`src/rtl/bit_serializer_if.sv`:
```
`default_nettype none
`timescale 1ns/1ps
//============================================================================
// bit_serializer_if - word load handshake into bit_serializer (rev 1.0)
//============================================================================
interface bit_serializer_if #(
  parameter int WIDTH = 8
);
  logic [WIDTH-1:0] data_in;
  logic             load_valid;
  logic             load_ready;

  modport master (output data_in, output load_valid, input load_ready);
  modport slave  (input data_in, input load_valid, output load_ready);
endinterface
`default_nettype wire

```
`src/rtl/bit_serializer.sv`:
```
`default_nettype none
`timescale 1ns/1ps
//============================================================================
// bit_serializer - WIDTH-bit words to a serial bit stream, one-word hold (rev 1.0)
//============================================================================
module bit_serializer #(
  parameter int WIDTH      = 8,
  parameter bit MSB_FIRST  = 1'b1,
  parameter bit IDLE_LEVEL = 1'b0
) (
  input  wire             clock,
  input  wire             reset,
  bit_serializer_if.slave load_if,
  output logic            serial_out,
  output logic            serial_valid,
  output logic            word_done,
  output logic            busy
);

  localparam int               CNT_W  = $clog2(WIDTH);
  localparam logic [CNT_W-1:0] C_LAST = CNT_W'(WIDTH - 1);
  localparam logic [CNT_W-1:0] C_ONE  = CNT_W'(1);

  typedef enum logic [0:0] {
    ST_IDLE  = 1'b0,
    ST_SHIFT = 1'b1
  } state_t;

  state_t           state_q, state_d;
  logic [WIDTH-1:0] shift_reg_q, shift_reg_d;
  logic [WIDTH-1:0] hold_reg_q, hold_reg_d;
  logic [CNT_W-1:0] bit_cnt_q, bit_cnt_d;
  logic             hold_full_q, hold_full_d;

  logic             accept;
  logic             last_bit;
  logic             cur_bit;
  logic [WIDTH-1:0] shifted;

  // The outgoing bit always sits at one end of shift_reg; the register moves toward it.
  generate
    if (MSB_FIRST) begin : g_msb_first
      assign cur_bit = shift_reg_q[WIDTH-1];
      assign shifted = {shift_reg_q[WIDTH-2:0], 1'b0};
    end else begin : g_lsb_first
      assign cur_bit = shift_reg_q[0];
      assign shifted = {1'b0, shift_reg_q[WIDTH-1:1]};
    end
  endgenerate

  assign load_if.load_ready = ~hold_full_q & ~reset;
  assign accept             = load_if.load_valid & load_if.load_ready;
  assign last_bit           = (bit_cnt_q == C_LAST);

  always_ff @(posedge clock) begin
    if (reset) begin
      state_q     <= ST_IDLE;
      shift_reg_q <= '0;
      hold_reg_q  <= '0;
      bit_cnt_q   <= '0;
      hold_full_q <= 1'b0;
    end else begin
      state_q     <= state_d;
      shift_reg_q <= shift_reg_d;
      hold_reg_q  <= hold_reg_d;
      bit_cnt_q   <= bit_cnt_d;
      hold_full_q <= hold_full_d;
    end
  end

  always_comb begin
    state_d     = state_q;
    shift_reg_d = shift_reg_q;
    hold_reg_d  = hold_reg_q;
    bit_cnt_d   = bit_cnt_q;
    hold_full_d = hold_full_q;

    case (state_q)
      ST_IDLE: begin
        if (accept) begin
          shift_reg_d = load_if.data_in;
          bit_cnt_d   = '0;
          state_d     = ST_SHIFT;
        end
      end
      ST_SHIFT: begin
        if (!last_bit) begin
          shift_reg_d = shifted;
          bit_cnt_d   = bit_cnt_q + C_ONE;
          if (accept) begin
            hold_reg_d  = load_if.data_in;
            hold_full_d = 1'b1;
          end
        end else if (hold_full_q) begin
          // load_ready is low while the hold is full, so no accept can collide here.
          shift_reg_d = hold_reg_q;
          hold_full_d = 1'b0;
          bit_cnt_d   = '0;
        end else if (accept) begin
          shift_reg_d = load_if.data_in;
          bit_cnt_d   = '0;
        end else begin
          shift_reg_d = shifted;
          bit_cnt_d   = '0;
          state_d     = ST_IDLE;
        end
      end
      default: begin
        state_d = ST_IDLE;
      end
    endcase
  end

  always_comb begin
    serial_valid = (state_q == ST_SHIFT);
    word_done    = (state_q == ST_SHIFT) & last_bit;
    busy         = (state_q == ST_SHIFT) | hold_full_q;
    serial_out   = (state_q == ST_SHIFT) ? cur_bit : IDLE_LEVEL;
  end

endmodule
`default_nettype wire

```
`src/flat_wrapper.sv`:
```
// flat-port wrapper written by rule: the top's interface ports become plain ports
module bit_serializer_flat 
#(
  parameter int WIDTH      = 8,
  parameter bit MSB_FIRST  = 1'b1,
  parameter bit IDLE_LEVEL = 1'b0
)
  (clock, reset, serial_out, serial_valid, word_done, busy, load_if_data_in, load_if_load_valid, load_if_load_ready);
  bit_serializer_if #(.WIDTH(WIDTH)) load_if_i ();
  input  wire clock;
  input  wire reset;
  output logic serial_out;
  output logic serial_valid;
  output logic word_done;
  output logic busy;
  input wire logic [$bits(load_if_i.data_in)-1:0] load_if_data_in;
  input wire logic [$bits(load_if_i.load_valid)-1:0] load_if_load_valid;
  output wire logic [$bits(load_if_i.load_ready)-1:0] load_if_load_ready;
  assign load_if_i.data_in = load_if_data_in;
  assign load_if_i.load_valid = load_if_load_valid;
  assign load_if_load_ready = load_if_i.load_ready;
  bit_serializer #(.WIDTH(WIDTH), .MSB_FIRST(MSB_FIRST), .IDLE_LEVEL(IDLE_LEVEL)) u_core (.clock(clock), .reset(reset), .load_if(load_if_i), .serial_out(serial_out), .serial_valid(serial_valid), .word_done(word_done), .busy(busy));
endmodule
```
`config.mk`:
```
export PLATFORM = sky130hd
export DESIGN_NAME = bit_serializer_flat
export DESIGN_NICKNAME = d
export VERILOG_FILES = /design/src/rtl/bit_serializer_if.sv /design/src/rtl/bit_serializer.sv /design/src/flat_wrapper.sv
export SDC_FILE = /design/constraint.sdc
export NUM_CORES = 1
export LEC_CHECK = 0
export ABC_AREA = 1
export BUFFER_PORTS_ARGS = -buffer_cell sky130_fd_sc_hd__buf_2
export CELL_PAD_IN_SITES_DETAIL_PLACEMENT = 1
export CELL_PAD_IN_SITES_GLOBAL_PLACEMENT = 1
export CORE_MARGIN = 2
export CORE_UTILIZATION = 32
export CTS_CLUSTER_SIZE = 10
export DETAILED_ROUTE_END_ITERATION = 6
export PLACE_DENSITY_LB_ADDON = 0.1
export SYNTH_ARGS = -nofsm -noshare
export SYNTH_HDL_FRONTEND = slang
export SYNTH_SLANG_ARGS = --single-unit
```
`constraint.sdc`:
```
create_clock -name clock -period 1.9 [get_ports clock]
set_input_delay 0.095 -clock clock [delete_from_list [all_inputs] [get_ports clock]]
set_output_delay 0.095 -clock clock [all_outputs]
set_load 0.005 [all_outputs]
```
==> results.ini <==
[outcome]
outcome=complete, no violations

[place]
placed_cells_incl_taps=219
placement.io_buffers=15
dp_slack_ps=307
gp_routability_congestion=0.790
post-dp-hpwl_um=2160

[routing]
vias_per_cell=4.80
met1Wirelength_um=1390
met3_length_um=59
avgRoutedWirePerCell_um=13.0
route.top_layer_used=met4
detail_route.drc_violations=0
route.antenna.remaining_nets=0
routed-via-count=1070
first_pass_iters=4
drt_iter0_drc=41
routed_wl_um=2900
wl_met2_um=1420

[timing]
max_slew.worst_pin.slew_ps=392
report.final.hold_viol_count=0
worst_clock_skew_ps=14.7
post_layout_min_period_ps=1670
timing.slew.headroom_pct=73.8
max_clock_freq_ghz=0.597
worst_slack_ps=226
setup_viol=0
layout_worst_path_cycle_share_pct=88.1
totalNegativeSetupSlack_ps=0
rsz0062_at_grt=false
worst_hold_slack_ps=26.9
max_slew_violation_count=0

[clock_network]
cts_setup_buffers=0
cts.root.buffer_cell=sky130_fd_sc_hd__clkbuf_4
hold_bufs_at_cts=0
insertion_delay_of_the_later_clocked_pin_in_the_worst_skew_pair_ps=310
htree_num_levels=1
cts_max_path_buffers=2
cts-buffers-inserted=3
post_cts_resized=0
tritoncts=yes
clkSlewWorstSetupHoldPaths_ps=140
clock-sinks=21

[worst_setup_path]
maximum_net_fanout_on_the_critical_path=6
cp.arrival_ps=1580
reg2reg_path_depth=8
crit_buf_inv=2
required_ps=1800
worstReg2RegStart=u_core.bit_cnt_q[0]
timing_worst_setup_path_type=register to primary output
timing.critical_path.slowest_stage_cell=sky130_fd_sc_hd__dfxtp_1
r2r_slack_ps=300
path_common_cell=sky130_fd_sc_hd__ha_1
endpoint_kind=primary output
critical_path.reg2reg.endpoint=u_core.hold_reg_q[2]
worst_path_largest_cell_delay_ps=340
cp_cell_sequence=ha_1 -> ha_1 -> nand2_1 -> inv_1 -> buf_2
cp_top_family=adder cells
worstSetupStartpointType=register

[synth]
synth.net_count=173
synth_seq_area_share_pct=39.0
ys_seq_elements=21
netlist_instances=160
syn_avg_cell_area_sq_um=6.74
synthesis.yosys.warnings=0
synth-edff-count=0
netlist_area_sq_um=1080
ys_dominant_reg_cell=sky130_fd_sc_hd__dfxtp_1
synth_cell_types=20
ys_async_sr_fraction_pct=0

[die]
fp.coreArea_sq_um=3280
initial_utilization_pct=32.8
rows=21
die_w_um=62.1
die_height_um=62.1
ios=16
dieArea_sq_um=3850

[global_route]
grt.overflow.total=0
grt_max_degree=16
grt_first_pass_wirelength_um=5000
via_count_of_the_first_global_routing_pass=1096
grt_antenna_before_repair=0
grtUsageTotal_pct=17.9

[final_layout]
multi_input_comb_area_sq_um=552
post_route_cells_drive_above_1_share_pct=16.9
n_antenna_cell=0
area_growth_syn_to_layout_pct=13.7
final_cells=223
layout.nets=191
sequential_cell_area_sq_um=420
n_fill_cell=435

[power_and_ir_drop]
p_leak_nw=0.587
powerDensity_nw_per_um2=723
peakVddDrop_v=0.000263
overall_power_w=0.000887

[worst_hold_path]
min_to=u_core.hold_reg_q[3]
worst_hold_path.num_cells=3
hold_start=load_if_data_in[3]
min-delay-path-class=input pin to register

[job]
maxCapViolations=0

## cell type report
class / instances / share of cell area, %
timing repair buffer: 17 / 7.35
sequential: 21 / 34.3
tap: 46 / 4.69
clock inverter: 1 / 0.408
inverter: 21 / 6.43
multi-input combinational: 114 / 45.0
clock buffer: 3 / 1.84
## power breakdown
| part | internal [W] | switching, W | leakage [nW] |
|---|---|---|---|
| registers | 0.000471 | 0.0000204 | 0.172 |
| logic | 0.0000611 | 0.000109 | 0.397 |
| clock network | 0.0000786 | 0.000147 | 0.0177 |
## per-stage QoR
stage | instance area [sq um] | utilization (%)
2_1_floorplan | 1080 | -
3_3_place_gp | 1200 | 36.5
3_5_place_dp | 1200 | 36.5
4_1_cts | 1230 | 37.3
5_1_grt | 1230 | 37.3
6_report | 1230 | 37.3
## state kept, by name, summed over array words and instances (netlist names)
register and flops:
u_core.hold_full_q 1, u_core.hold_reg_q 8, u_core.bit_cnt_q 3, u_core.shift_reg_q 8
u_core.serial_valid 1
## layout by cell type, fill, tap and decap left out
cell and instances:
sky130_fd_sc_hd__dfxtp_1 21, sky130_fd_sc_hd__nand3_1 17, sky130_fd_sc_hd__a21oi_2 1, sky130_fd_sc_hd__nor2_4 3, sky130_fd_sc_hd__o22ai_1 3, sky130_fd_sc_hd__a21oi_1 16, sky130_fd_sc_hd__nor4_1 1, sky130_fd_sc_hd__buf_2 15
sky130_fd_sc_hd__nand2_2 1, sky130_fd_sc_hd__o21ai_1 4, sky130_fd_sc_hd__clkinv_2 1, sky130_fd_sc_hd__nand2_1 26, sky130_fd_sc_hd__nand2_4 1, sky130_fd_sc_hd__o21ai_0 10, sky130_fd_sc_hd__inv_1 18, sky130_fd_sc_hd__buf_4 2
sky130_fd_sc_hd__ha_1 2, sky130_fd_sc_hd__nor2_1 29, sky130_fd_sc_hd__inv_2 3, sky130_fd_sc_hd__clkbuf_4 3
## per-layer routing
metal | vias up | GRT usage (%)
met2 | 12 | 32.3
met1 | 504 | 22.1
met5 | - | 0
met3 | 4 | 1.86
met4 | 0 | 5.47
li1 | 550 | -
## Yosys cell counts (2+ instances only)
master | count | area, sq um
sky130_fd_sc_hd__a21oi_1 | 16 | 80.1
sky130_fd_sc_hd__dfxtp_1 | 21 | 420
sky130_fd_sc_hd__ha_1 | 2 | 25.0
sky130_fd_sc_hd__inv_1 | 18 | 67.6
sky130_fd_sc_hd__inv_2 | 3 | 11.3
sky130_fd_sc_hd__nand2_1 | 26 | 97.6
sky130_fd_sc_hd__nand3_1 | 17 | 85.1
sky130_fd_sc_hd__nor2_1 | 29 | 109
sky130_fd_sc_hd__nor2_4 | 3 | 33.8
sky130_fd_sc_hd__o21ai_0 | 10 | 50.1
sky130_fd_sc_hd__o21ai_1 | 4 | 20.0
sky130_fd_sc_hd__o22ai_1 | 3 | 18.8
## worst register-to-register path: cells and delay by family (launching register included)
family | cells | cell delay (ps)
AND/OR/NAND/NOR | 4 | 580
adder cells (fa/ha/maj) | 2 | 410
flip-flops | 1 | 340
buffers and inverters | 2 | 200
## how the worst max path moves through the flow
stage	cells past startpoint	endpoint	startpoint	slack (ps)
final	5	word_done	u_core.bit_cnt_q[0]	230
after global routing	5	word_done	u_core.bit_cnt_q[0]	120
after CTS	5	word_done	u_core.bit_cnt_q[0]	210
after detailed placement	8	u_core.hold_reg_q[2]	u_core.bit_cnt_q[0]	310
after global placement	8	u_core.hold_reg_q[2]	u_core.bit_cnt_q[0]	370
after floorplan	8	u_core.hold_reg_q[0]	u_core.bit_cnt_q[0]	480
## cell families (layout without fill, tap and decap cells)
group                      Yosys count  after routing  share of synthesized area, %
buffers and inverters               25             42                          9.86
and+or+nand+nor                     78             78                          32.4
DFF                                 21             21                          39.0
adders and majority gates            2              2                          2.32
AOI/OAI and AO/OA                   34             34                          16.5
(Power assumes the default switching activity.)
